==> src/rtl/com_op_code_pkg.sv <==
// Op-code indices (decoder output order) and state encoding shared by the
// op-code sequencer and its priority encoder.
package com_op_code_pkg;

  localparam int N_OP = 15;

  localparam int OP_W_RESET        = 0;
  localparam int OP_W_ENABLE       = 1;
  localparam int OP_W_DISABLE      = 2;
  localparam int OP_W_CONFIG       = 3;
  localparam int OP_W_CALIBRATE    = 4;
  localparam int OP_W_ARM          = 5;
  localparam int OP_W_TRIGGER      = 6;
  localparam int OP_W_READ         = 7;
  localparam int OP_W_WRITE        = 8;
  localparam int OP_W_LOAD         = 9;
  localparam int OP_W_STORE        = 10;
  localparam int OP_W_SYNC         = 11;
  localparam int OP_W_FLUSH        = 12;
  localparam int OP_W_STATUS_CLEAR = 13;
  localparam int OP_W_EXECUTE      = 14;

  localparam logic [1:0] ST_IDLE  = 2'd0;
  localparam logic [1:0] ST_START = 2'd1;
  localparam logic [1:0] ST_WAIT  = 2'd2;
  localparam logic [1:0] ST_DONE  = 2'd3;

  typedef enum logic [1:0] {
    SEQ_IDLE  = ST_IDLE,
    SEQ_START = ST_START,
    SEQ_WAIT  = ST_WAIT,
    SEQ_DONE  = ST_DONE
  } seq_state_t;

endpackage

==> src/rtl/com_op_code_prio_enc.sv <==
// Lowest-index-first priority encoder: bit 0 has the highest priority.
module com_op_code_prio_enc
  import com_op_code_pkg::*;
#(
  parameter int N_OP = 15
) (
  input  logic [N_OP-1:0] req_i,
  output logic [3:0]      idx_o,
  output logic            valid_o
);

  always_comb begin
    idx_o   = 4'd0;
    valid_o = |req_i;
    // Walk downwards so the lowest set index is the last one written.
    for (int i = N_OP - 1; i >= 0; i--) begin
      if (req_i[i]) idx_o = 4'(i);
    end
  end

endmodule

==> src/rtl/com_op_code_sequencer.sv <==
// Queues decoder op-code strobes and dispatches them one at a time to the
// datapath over a start/done handshake, with per-op timeout and sticky status.
//
//   state | meaning
//   IDLE  | waiting for a pending request; grants the lowest pending index
//   START | one-cycle op_start pulse, timeout counter cleared
//   WAIT  | waiting for op_done / op_error, or timeout expiry
//   DONE  | records last_op and, on the done path, status_done
module com_op_code_sequencer
  import com_op_code_pkg::*;
#(
  parameter int          N_OP           = 15,
  parameter int          TIMEOUT_W      = 16,
  parameter int unsigned TIMEOUT_CYCLES = 32'h0000_FFFF
) (
  input  logic            clk,
  input  logic            reset,
  input  logic [N_OP-1:0] op_code_req,
  output logic            op_start,
  output logic [3:0]      op_sel,
  input  logic            op_done,
  input  logic            op_error,
  output logic            busy,
  output logic [N_OP-1:0] pending,
  output logic            status_done,
  output logic            status_error,
  output logic            status_timeout,
  output logic [3:0]      last_op
);

  localparam logic [TIMEOUT_W-1:0] TC_LAST = TIMEOUT_W'(TIMEOUT_CYCLES - 1);

  seq_state_t           state_q, state_d;
  logic [N_OP-1:0]      pending_q, pending_d;
  logic [N_OP-1:0]      req_eff, grant_clr;
  logic [3:0]           op_sel_q, op_sel_d;
  logic [3:0]           last_op_q, last_op_d;
  logic [TIMEOUT_W-1:0] cnt_q, cnt_d;
  logic                 op_start_q, op_start_d;
  logic                 busy_q, busy_d;
  logic                 done_path_q, done_path_d;
  logic                 st_done_q, st_done_d;
  logic                 st_err_q, st_err_d;
  logic                 st_to_q, st_to_d;
  logic [3:0]           grant_idx;
  logic                 grant_vld;
  logic                 abort, clear_req, set_done, set_err, set_to;

  com_op_code_prio_enc #(
    .N_OP (N_OP)
  ) u_prio_enc (
    .req_i   (pending_q),
    .idx_o   (grant_idx),
    .valid_o (grant_vld)
  );

  always_comb begin
    abort     = op_code_req[OP_W_RESET] && (state_q != SEQ_IDLE);
    clear_req = op_code_req[OP_W_STATUS_CLEAR];
    req_eff   = op_code_req;
    req_eff[OP_W_STATUS_CLEAR] = 1'b0;
    grant_clr   = '0;
    state_d     = state_q;
    op_sel_d    = op_sel_q;
    last_op_d   = last_op_q;
    cnt_d       = cnt_q;
    done_path_d = done_path_q;
    set_done    = 1'b0;
    set_err     = 1'b0;
    set_to      = 1'b0;

    case (state_q)
      SEQ_IDLE: begin
        if (grant_vld) begin
          op_sel_d             = grant_idx;
          grant_clr[grant_idx] = 1'b1;
          state_d              = SEQ_START;
        end
      end
      SEQ_START: begin
        cnt_d   = '0;
        state_d = SEQ_WAIT;
      end
      SEQ_WAIT: begin
        cnt_d = cnt_q + TIMEOUT_W'(1);
        if (op_error) begin
          set_err     = 1'b1;
          done_path_d = 1'b0;
          state_d     = SEQ_DONE;
        end else if (op_done) begin
          done_path_d = 1'b1;
          state_d     = SEQ_DONE;
        end else if (cnt_q == TC_LAST) begin
          set_to    = 1'b1;
          last_op_d = op_sel_q;
          state_d   = SEQ_IDLE;
        end
      end
      SEQ_DONE: begin
        last_op_d = op_sel_q;
        set_done  = done_path_q;
        state_d   = SEQ_IDLE;
      end
      default: state_d = SEQ_IDLE;
    endcase

    // Set wins over grant-clear, so a re-request of the granted op stays queued.
    pending_d = (pending_q & ~grant_clr) | req_eff;

    if (abort) begin
      state_d   = SEQ_IDLE;
      pending_d = '0;
      pending_d[OP_W_RESET] = 1'b1;
      last_op_d = last_op_q;
      set_done  = 1'b0;
      set_err   = 1'b0;
      set_to    = 1'b0;
    end

    st_done_d  = set_done | (st_done_q & ~clear_req);
    st_err_d   = set_err  | (st_err_q  & ~clear_req);
    st_to_d    = set_to   | (st_to_q   & ~clear_req);
    op_start_d = (state_d == SEQ_START);
    busy_d     = (state_d != SEQ_IDLE);
  end

  always_ff @(posedge clk or posedge reset) begin
    if (reset) begin
      state_q     <= SEQ_IDLE;
      pending_q   <= '0;
      op_sel_q    <= 4'd0;
      last_op_q   <= 4'd0;
      cnt_q       <= '0;
      op_start_q  <= 1'b0;
      busy_q      <= 1'b0;
      done_path_q <= 1'b0;
      st_done_q   <= 1'b0;
      st_err_q    <= 1'b0;
      st_to_q     <= 1'b0;
    end else begin
      state_q     <= state_d;
      pending_q   <= pending_d;
      op_sel_q    <= op_sel_d;
      last_op_q   <= last_op_d;
      cnt_q       <= cnt_d;
      op_start_q  <= op_start_d;
      busy_q      <= busy_d;
      done_path_q <= done_path_d;
      st_done_q   <= st_done_d;
      st_err_q    <= st_err_d;
      st_to_q     <= st_to_d;
    end
  end

  assign op_start       = op_start_q;
  assign op_sel         = op_sel_q;
  assign busy           = busy_q;
  assign pending        = pending_q;
  assign status_done    = st_done_q;
  assign status_error   = st_err_q;
  assign status_timeout = st_to_q;
  assign last_op        = last_op_q;

endmodule

==> config.mk <==
export PLATFORM = sky130hd
export DESIGN_NAME = com_op_code_sequencer
export DESIGN_NICKNAME = d
export VERILOG_FILES = /design/src/rtl/com_op_code_pkg.sv /design/src/rtl/com_op_code_prio_enc.sv /design/src/rtl/com_op_code_sequencer.sv
export SDC_FILE = /design/constraint.sdc
export NUM_CORES = 1
export LEC_CHECK = 0
export CORE_MARGIN = 3
export CORE_UTILIZATION = 52
export CTS_CLUSTER_SIZE = 12
export DETAILED_ROUTE_END_ITERATION = 10
export PLACE_DENSITY = 0.78
export SLEW_MARGIN = 20
export SYNTH_ARGS = -nofsm -noshare
export SYNTH_HDL_FRONTEND = slang
export SYNTH_SLANG_ARGS = --single-unit
==> constraint.sdc <==
create_clock -name clk -period 2.2 [get_ports clk]
set_input_delay 0.44 -clock clk [delete_from_list [all_inputs] [get_ports clk]]
set_output_delay 0.44 -clock clk [all_outputs]
set_load 0.01 [all_outputs]
; ---- Word-level counts from Yosys, hierarchy flattened
; Index checks and enable logic that the tools add are counted.
[totals]
reg_bits = 47
in_bits = 19
out_inout_bits = 28
word_cells = 88
[classes]
addsub = 1
magnitude_cmp = 2
n_eq_ne = 8
mux = 43
bitwise_logic = 11
n_reduce_logical = 12
[op_table]
columns = op, n
row1 = $mux 4, 18
row2 = $mux 15, 3
row3 = $pmux 16 s2, 1
row4 = $add 16x1->16 const B, 1
row5 = $eq 16x16->1 const B, 1
row6 = $and 15x15->15, 1
row7 = $not 15->15, 1
row8 = $or 15x15->15, 1
row9 = $reduce_or 15->1, 1
row10 = $mux 1, 13
row11 = $mux 2, 5
row12 = $reduce_bool 2->1, 5
row13 = $pmux 2 s4, 1
row14 = $pmux 4 s2, 1
row15 = $ne 2x2->1 const B, 3
row16 = $lt 4x5->1 const B, 1
row17 = $reduce_and 5->1, 1
row18 = $demux 1 s4, 1
row19 = $eq 2x1->1 const B, 2
row20 = $eq 2x2->1 const B, 2
row21 = $ge 4x1->1 const B, 1
row22 = $reduce_and 2->1, 2
row23 = $and 1x1->1, 3
row24 = $or 1x1->1, 3
row25 = 3 further kinds, 5

; ---- Logic depth before layout (Yosys ltp)
[depth]
ltp_word = 25
mapped_depth = 7
depth_no_buf = 7

; ---- Modules after synthesis
; From an unflattened synthesis, not the netlist that was laid out.
[hier_totals]
cells_unflattened = 251
area_unflattened_um2 = 2436.1
[by_module_without_submodules]
columns = module, n_inst, cells_per_inst, area_per_inst_um2, seq_area_each_um2
row1 = com_op_code_sequencer, 1, 224, 2277.2, 1176.1
row2 = com_op_code_prio_enc, 1, 27, 158.9, 0.0

; ---- Worst setup path before layout
; OpenSTA, ideal clock, no wires.
[synth_timing]
path_type = reg-to-reg
start = reg state_q[0]
end = reg last_op_q[0], in the netlist last_op[0]
arrival_time_ps = 1769
slack_ps = 307
stages_incl_launch_ff = 7
path_buffers = 1
period_less_slack_ps = 1893
path_cell_list = dfrtp_1 inv_1 ha_1 clkbuf_1 nor2b_1 a21oi_2 mux2_2
[synth_via]
elab_chain_cells = 4
elab_cells_between_ends = 11
classes_between = eq/ne (5) / mux (1) / bitwise (1) / reduce/logical (4)
[synth_rtl]
columns = element, line
row1 = "start, declared", com_op_code_sequencer.sv:33  ; seq_state_t state_q, state_d;
row2 = "start signal, assigned", com_op_code_sequencer.sv:141  ; state_q <= state_d;
row3 = "parallel branches: the longest is 4 deep, another holds $reduce_and 5->1", -
row4 = "end signal, assigned", com_op_code_sequencer.sv:144  ; last_op_q <= last_op_d;
row5 = "end, declared", com_op_code_sequencer.sv:37  ; logic [3:0] last_op_q, last_op_d;
; Several ways; the timed one is not identified.
; A chain may end at the register's enable or synchronous reset.

; ---- Final worst setup path
[layout_timing]
start = in op_error
end = reg last_op_q[3], in the netlist last_op[3]
[layout_via]
elab_chain_cells = 2
[layout_rtl]
columns = element, line
row1 = "start, declared", com_op_code_sequencer.sv:22  ; input logic op_error,
row2 = $ne 2x2->1 (no source line), -
row3 = $reduce_and 5->1 (no source line), -
; No other way between the ends.

==> reports/results.tsv <==
metric	value	unit
postCtsSetupRepairBufs	0	
r2r.worst_path.cells	5	
antenna_found_initial	0	
slew_violations	0	
mostFrequentLayoutCell	dfrtp_1	
cts-root-buf	clkbuf_8	
yosysSeqAreaShare	0.484	
grt_pass1_vias	2061	
area.growth.synth_to_final	31.1	%
run_status	complete, no violations	
slew_headroom	0.681	
core_area	4440	µm²
critPathArrivalTime	2.20	ns
setup_viol_count_final	0	
peakVddDrop	0.000621	V
leakagePower	0.00133	µW
first_pass_iters	4	
synth-edff-count	0	
endpoint_kind	flop	
ys_seq_elements	47	
num-nets-final	345	
min_period	2.02	ns
yosysTopAreaCellShare	0.484	
grt_first_pass_wirelength	9.81	mm
synth_flop_cell	dfrtp_1	
tns	0	ns
clock_path_buffers	2	
syn_inst	254	
r2r_end	busy$_DFF_PP0_	
fmax	0.496	GHz
htree_levels	2	
clkLatencyLatePin	0.30	ns
syn_nets	278	
worstPathRequired	2.38	ns
synth_cell_types	49	
tightest_slew	0.475	ns
dieArea	5530	µm²
numCtsBuffers	5	
synth_top_cell_by_area	dfrtp_1	
drc_errors	0	
hold_viol	0	
drt_wl_total	5.80	mm
cts_resized	0	
hold_ws	0.460	ns
routabilityCongestion	0.837	
die_width	74.4	µm
io_buffers	46	
layout_common_cells	dfrtp_1 (47), clkdlybuf4s50_1 (46), nor2_1 (27), a21oi_1 (22), nand2_1 (21)	
die-height	74.4	µm
register_area	1180	µm²
drv_cap	0	
drt_iter0_markers	188	
avgSynthCellArea	9.57	µm²
via_per_inst	5.71	
r2r_slack	0.21	ns
dp_hpwl	4.41	mm
synth_area	2430	µm²
initial_utilization	0.547	
multiInputGateArea	1160	µm²
dr_total_vias	2130	
clkSinkCount	47	
rsz0062_at_grt	false	
io-pin-count	47	
ctsHoldBuffers	0	
finalClockSkew	0.00991	ns
post_drt_wl_per_cell	15.5	µm
overflow	0	
power_density	1150	nW/µm²
critPathKind	in2reg	
min_path_type	in2async	
clk_pin_slew	0.09	ns
netlist_top_cells_area	dfrtp_1 (48%), a21oi_1 (4.5%), nor2_1 (4.2%), nand2_1 (3.2%), o21ai_0 (3.1%)	
ant_nets	0	
yosysWarnings	0	
gr-usage-all-layers	0.231	
crit_fanout	4	
synthArstFlopShare	1.00	
finalPower	3660	µW
worst_setup_path_start_kind	primary input	
rows	24	
cts_tree	built	
fill_cells	355	
post_route_cells_drive_above_1_share	0.137	
grt_max_degree	31	
r2r_start	pending[2]$_DFF_PP0_	
antenna_cells	0	
fin_crit_sh	0.917	
-- cell families after synthesis --
group,after synthesis,synth area share
AND/OR/NAND/NOR,100,0.223
multiplexers,5,0.0232
buffers and inverters,25,0.0396
adder cells (fa/ha/maj),5,0.0257
XOR/XNOR,10,0.0360
flip-flops,47,0.484
AO/OA/AOI/OAI,62,0.168
-- through the flow --
stage | cell area (µm²) | utilization | instances | setup WS, ns
6_report | 3180 | 0.716 | 373 | 0.182
5_1_grt | 3180 | 0.716 | 373 | 0.0907
4_1_cts | 3180 | 0.716 | 373 | 0.168
3_5_place_dp | 3100 | 0.697 | 366 | -0.133
3_3_place_gp | 3100 | 0.697 | 366 | -0.0709
2_1_floorplan | 2430 | - | 254 | 0.307
-- worst max-delay path by stage --
stage	cells after the start	end	from
finish	6	last_op[3]$_DFFE_PP0P_	op_error
CTS	6	last_op[3]$_DFFE_PP0P_	op_error
global placement	6	last_op[1]$_DFFE_PP0P_	op_error
global route	6	last_op[0]$_DFFE_PP0P_	op_error
detailed placement	6	last_op[3]$_DFFE_PP0P_	op_error
floorplan	6	last_op[0]$_DFFE_PP0P_	state_q[0]$_DFF_PP0_
-- cells in the mapped netlist, types with 2 or more instances --
library cell  count
o21ai_0          15
clkbuf_1          5
inv_1            18
o22ai_1           3
nor2_1           27
o21a_1            2
nand2_1          21
nand3_1          12
and2_1            2
dfrtp_1          47
buf_2             2
ha_1              5
nor4_4            2
o31ai_1           2
nor3b_1           2
or4_1             2
mux2_2            5
nand4_1           5
a21oi_2           2
nor3_1            8
and4_1            3
xnor2_1           3
xor2_1            7
a21oi_1          22
nor2b_1           3
or3_1             4
and3_1            2
o41ai_1           2
-- power breakdown --
part	total, µW	switching, µW	internal [µW]
sequential	1400	298	1100
clock	522	275	247
combinational	1740	863	875
total	3660	1440	2220
-- registers in the layout, summed over array words and instances, names as in the netlist, 2 cells and up --
register	cells
cnt_q	16
last_op	4
op_sel	4
pending	15
state_q	2
-- final cells by class --
| class | instances | area share |
|---|---|---|
| flip-flops and latches | 47 | 0.369 |
| multi-input cells | 182 | 0.363 |
| repair buffers | 67 | 0.198 |
| clock buffers | 6 | 0.0259 |
| inverters | 18 | 0.0212 |
| well taps | 52 | 0.0204 |
| clock inverters | 1 | 0.00157 |
-- worst max-delay path, stage by stage --
cell and delay [ns]:
clkdlybuf4s50_1 0.42, or2_2 0.31, nor4_1 0.24, nand4_1 0.15, a21oi_2 0.27, mux2_2 0.37
-- routing by layer --
metal	GRT usage	routed length, µm
met5	0	0
met4	0.0652	106
met3	0.0338	337
met2	0.348	2600
met1	0.347	2760
No activity file was read; power rests on OpenSTA's default activity.
